**config.mk**
```make
export PLATFORM = sky130hd
export DESIGN_NAME = iie_timing_generator
export DESIGN_NICKNAME = d
export VERILOG_FILES = /design/src/rtl/iie_timing_generator.sv
export SDC_FILE = /design/constraint.sdc
export NUM_CORES = 1
export LEC_CHECK = 0
export ABC_AREA = 1
export BUFFER_PORTS_ARGS = -buffer_cell sky130_fd_sc_hd__buf_2
export CAP_MARGIN = 20
export CORE_MARGIN = 2
export CORE_UTILIZATION = 40
export CTS_CLUSTER_SIZE = 30
export DETAILED_ROUTE_END_ITERATION = 10
export MAX_ROUTING_LAYER = met4
export SLEW_MARGIN = 20
export SYNTH_ARGS = -nofsm -noshare
export SYNTH_HDL_FRONTEND = slang
export SYNTH_SLANG_ARGS = --single-unit
```
**constraint.sdc**
```tcl
create_clock -name clk_14M -period 2.61 [get_ports clk_14M]
set_input_delay 0.261 -clock clk_14M [delete_from_list [all_inputs] [get_ports clk_14M]]
set_output_delay 0.261 -clock clk_14M [all_outputs]
set_load 0.02 [all_outputs]
```
**src/rtl/iie_timing_generator.sv**
```systemverilog
`default_nettype none
// ============================================================================
// Module   : iie_timing_generator
// Brief    : Apple IIe master timing. Divides clk_14M into CPU phases, the
//            stretched end-of-line cycle, colour reference and scan counters.
// Revision : 1.0 - initial release
// ============================================================================
module iie_timing_generator #(
    parameter int CYCLE_LEN     = 14,
    parameter int STRETCH       = 2,
    parameter int Q3_HIGH       = 4,
    parameter int LINE_CYCLES   = 65,
    parameter int HBLANK_CYCLES = 25,
    parameter int VISIBLE_LINES = 192,
    parameter int LINES_NTSC    = 262,
    parameter int LINES_PAL     = 312
) (
    input  logic       clk_14M,
    input  logic       reset,
    input  logic       pal,
    output logic       phi0,
    output logic       q3,
    output logic       cpu_ce,
    output logic       phi0_rise,
    output logic       long_cycle,
    output logic       color_ref,
    output logic [6:0] h_count,
    output logic [8:0] v_count,
    output logic       hblank,
    output logic       vblank,
    output logic       frame_start
);

    localparam int HALF     = CYCLE_LEN / 2;
    localparam int LONG_LEN = CYCLE_LEN + STRETCH;
    localparam int TW       = (LONG_LEN > 1) ? $clog2(LONG_LEN) : 1;

    localparam logic [TW-1:0] C_T_HALF      = TW'(HALF);
    localparam logic [TW-1:0] C_T_LAST_NORM = TW'(CYCLE_LEN - 1);
    localparam logic [TW-1:0] C_T_LAST_LONG = TW'(LONG_LEN - 1);
    localparam logic [TW-1:0] C_Q3_HIGH     = TW'(Q3_HIGH);
    localparam logic [6:0]    C_H_LAST      = 7'(LINE_CYCLES - 1);
    localparam logic [6:0]    C_H_BLANK     = 7'(HBLANK_CYCLES);
    localparam logic [8:0]    C_V_LAST_NTSC = 9'(LINES_NTSC - 1);
    localparam logic [8:0]    C_V_LAST_PAL  = 9'(LINES_PAL - 1);
    localparam logic [8:0]    C_V_VISIBLE   = 9'(VISIBLE_LINES);

    logic [TW-1:0] t_q, t_d;
    logic [6:0]    h_q, h_d;
    logic [8:0]    v_q, v_d;
    logic [1:0]    c4_q, c4_d;
    logic          pal_q, pal_d;

    logic          w_long;
    logic [TW-1:0] w_t_last;
    logic          w_cpu_ce;
    logic          w_h_wrap;
    logic [8:0]    w_v_last;
    logic          w_v_wrap;
    logic          w_phi0;
    logic [TW-1:0] w_offset;

    // The last CPU cycle of every line carries the stretch in its PHI0-high half.
    assign w_long   = (h_q == C_H_LAST);
    assign w_t_last = w_long ? C_T_LAST_LONG : C_T_LAST_NORM;
    assign w_cpu_ce = (t_q == w_t_last);
    assign w_h_wrap = w_cpu_ce && w_long;
    assign w_v_last = pal_q ? C_V_LAST_PAL : C_V_LAST_NTSC;
    assign w_v_wrap = w_h_wrap && (v_q == w_v_last);

    always_comb begin
        t_d   = w_cpu_ce ? '0 : t_q + TW'(1);
        h_d   = h_q;
        v_d   = v_q;
        pal_d = pal_q;
        c4_d  = c4_q + 2'd1;
        if (w_cpu_ce) begin
            h_d = w_h_wrap ? 7'd0 : h_q + 7'd1;
        end
        if (w_h_wrap) begin
            v_d = (v_q == w_v_last) ? 9'd0 : v_q + 9'd1;
        end
        // Mode only changes on a frame boundary so v_count never overruns.
        if (w_v_wrap) begin
            pal_d = pal;
        end
    end

    always_ff @(posedge clk_14M) begin
        if (reset) begin
            t_q   <= '0;
            h_q   <= 7'd0;
            v_q   <= 9'd0;
            c4_q  <= 2'd0;
            pal_q <= pal;
        end else begin
            t_q   <= t_d;
            h_q   <= h_d;
            v_q   <= v_d;
            c4_q  <= c4_d;
            pal_q <= pal_d;
        end
    end

    assign w_phi0   = (t_q >= C_T_HALF);
    assign w_offset = w_phi0 ? (t_q - C_T_HALF) : t_q;

    assign phi0        = w_phi0;
    assign q3          = (w_offset < C_Q3_HIGH);
    assign cpu_ce      = w_cpu_ce;
    assign phi0_rise   = (t_q == C_T_HALF);
    assign long_cycle  = w_long;
    assign color_ref   = c4_q[1];
    assign h_count     = h_q;
    assign v_count     = v_q;
    assign hblank      = (h_q < C_H_BLANK);
    assign vblank      = (v_q >= C_V_VISIBLE);
    assign frame_start = (t_q == '0) && (h_q == 7'd0) && (v_q == 9'd0);

endmodule
`default_nettype wire

```
==> flow_metrics.py <==
metrics = {
    "die": {
        "rows": 21,
        "die_x_um": 62.2,
        "start_util_pct": 41.2,
        "ios": 28,
        "core_um2": 3280,
        "die-area_um2": 3870,
        "dieHeight_um": 62.2,
    },
    "global_route": {
        "grt_pass1_vias": 1188,
        "grt_pass1_wl_mm": 5.28,
        "grt_use_total_pct": 17.2,
        "grt_max_degree": 13,
        "antenna_found_initial": 0,
        "overflow": 0,
    },
    "layout": {
        "fill_cells": 365,
        "final_layout_size_suffix_gt1_share_pct": 19.4,
        "num_antenna_cells": 0,
        "fin_util_pct": 47.7,
        "fin_nets": 237,
        "area_growth_pct": 15.8,
    },
    "timing": {
        "fmaxAchievable_mhz": 494,
        "finalCritPeriodShare_pct": 77.5,
        "finalSetupViolCount": 0,
        "slew_viol_final": 0,
        "whs_ns": 0.115,
        "finalClockSkew_ns": 0.00201,
        "hold_violations": 0,
        "fin_tns_setup_ns": 0,
        "layout_min_cycle_time_ns": 2.02,
        "rsz0062_at_grt": "no",
        "relSlewSlack_pct": 77.8,
        "fin_ws_ns": 0.586,
        "worstMarginPinSlew_ns": 0.332,
    },
    "routing": {
        "drtIter0Drc": 93,
        "remaining_drc_errors": 0,
        "detail_route.wl_per_cell_um": 11.1,
        "vias": 1303,
        "viasPerCell": 4.77,
        "wl_mm": 3.02,
        "ant_nets": 0,
        "drt-pass1-iter-count": 4,
    },
    "clock_tree": {
        "root_buffer": "clkbuf_4",
        "cts_buffer_depth": 2,
        "cts_hold_buf": 0,
        "clk_latency_ns": 0.31,
        "clk_pin_slew_ns": 0.13,
        "cts_repair_resize_count": 0,
        "cts_made_buffers": 3,
        "cts_setup_buffers": 0,
        "cts_tree": "built",
        "cts.sinks": 23,
        "htreeDepth": 1,
    },
    "logic_synthesis": {
        "synthDistinctLibCells": 27,
        "synth-adder-area-share_pct": 5.55,
        "syn_area_um2": 1350,
        "synth_top_family_by_area": "simple AND/OR/NAND/NOR gates",
        "ys.flop_type": "dfxtp_1",
        "synth_seq_cells": 23,
        "yosysWarnings": 0,
        "synth_most_common_cell": "nand2_1",
        "yosys.area.top_type": "dfxtp_1",
        "synth-xor-area-share_pct": 5.18,
        "synth_commonest_cells": "nand2_1 (51), inv_1 (27), nor2_1 (23), dfxtp_1 (22), nand3_1 (12)",
        "synthArstFlopShare_pct": 0,
        "synth-edff-count": 1,
        "synth-simple-area-share_pct": 37.3,
        "synthMuxAreaShare_pct": 0,
        "syn_area_per_cell_um2": 6.87,
        "postSynthCellCount": 197,
        "netlist_top_cells_area": "dfxtp_1 (33%), nand2_1 (14%), inv_1 (7.5%), nor2_1 (6.4%), ha_1 (5.5%)",
        "syn_nets": 206,
        "ys_seq_area_share_pct": 34.8,
        "synth_compound_area_share_pct": 8.78,
        "synth_top_area_share_pct": 32.5,
    },
    "setup_path": {
        "slowest_delay_ns": 0.42,
        "worstSetupPathType": "reg -> out",
        "end_kind": "primary output",
        "critPathLaunchType": "flop",
        "crit_slowest_cell": "dfxtp_1",
        "path_cells": "inv_1, ha_1, nand2_2, nor2_4, nand2_2, nand2_1, nor2_4, buf_2",
        "crit_required_ns": 2.35,
        "worst-path-max-fanout": 6,
        "cp.arrival_ns": 1.76,
    },
    "run": {
        "drv_cap": 0,
    },
    "place": {
        "hpwl_mm": 2.31,
        "routabilityCongestion": 0.876,
        "place_ws_ns": 0.858,
        "io_buffer_count": 27,
    },
    "power_and_ir_drop": {
        "ir_worst_vdd_uv": 218,
        "p_leak_nw": 0.754,
        "powerDensity_nw_per_um2": 375,
    },
    "outcome": {
        "status": "finished clean",
    },
    "hold_path": {
        "hp-class": "in -> reg",
    },
}
placed cells by master (no fill, tap or decap), types with 5 or more instances in the layout:
master / netlist / final
inv_1: 27 / 27
nand4_1: 8 / 8
nand3_1: 12 / 12
nand2_1: 51 / 51
buf_2: 1 / 27
a21oi_1: 11 / 11
dfxtp_1: 22 / 22
nor2_1: 23 / 23
xor2_1: 6 / 6
ha_1: 6 / 6
o21ai_0: 5 / 5
worst max-delay path: cells and delay by family (launching register included):
kind / cells / cell delay [ns]
simple gates: 5 / 0.50
buf+inv: 2 / 0.31
fa+ha+maj: 1 / 0.24
flops: 1 / 0.42
cell families (layout without fill, tap and decap cells):
family / after synthesis / count (layout)
AOI/OAI and AO/OA: 21 / 21
xor gates and xnor gates: 8 / 8
adders and majority gates: 6 / 6
buffers and inverters: 30 / 60
DFF: 23 / 23
and+or+nand+nor: 109 / 109
flip-flops by register name, indices dropped and copies added, names as in the netlist:
register and count:
pal_q 1, t_q 4, c4_q 2, h_count 7, v_count 9
cell type report:
type | instances | area, µm² | area share [%]
Multi-Input combinational cell | 144 | 769 | 49.1
Sequential cell | 23 | 470 | 30.0
Timing Repair Buffer | 27 | 135 | 8.62
Inverter | 29 | 109 | 6.94
Tap cell | 46 | 57.6 | 3.67
Clock buffer | 4 | 26.3 | 1.68
through the flow:
stage | cell area (µm²) | power [mW] | instances
after floorplan | 1350 | 0.414 | 197
after global placement | 1540 | 0.428 | 269
after detailed placement | 1540 | 0.429 | 269
after CTS | 1570 | 0.600 | 273
after global routing | 1570 | 0.621 | 273
final | 1570 | 0.588 | 273
worst paths after layout:
| kind | startpoint | endpoint | slack (ns) | cells after the start |
|---|---|---|---|---|
| worst min-delay path | pal | pal_q | 0.11 | 1 |
| worst max register to register | h_count[0] | pal_q | 0.86 | 8 |
| worst max-delay path | h_count[0] | cpu_ce | 0.59 | 8 |
| worst min register to register | c4_q[0] | c4_q[0] | 0.44 | 1 |
metal layers:
| metal | wire (µm) | global-route usage, % |
|---|---|---|
| met5 | 0 | - |
| met4 | 15 | 5.83 |
| met3 | 130 | 1.81 |
| met2 | 1350 | 25.8 |
| met1 | 1520 | 24.2 |
where the power goes:
part	internal [mW]	switching, mW
combinational	0.0181	0.0329
sequential	0.361	0.00803
clock	0.0596	0.109
Power figures use the tool's default switching activity.
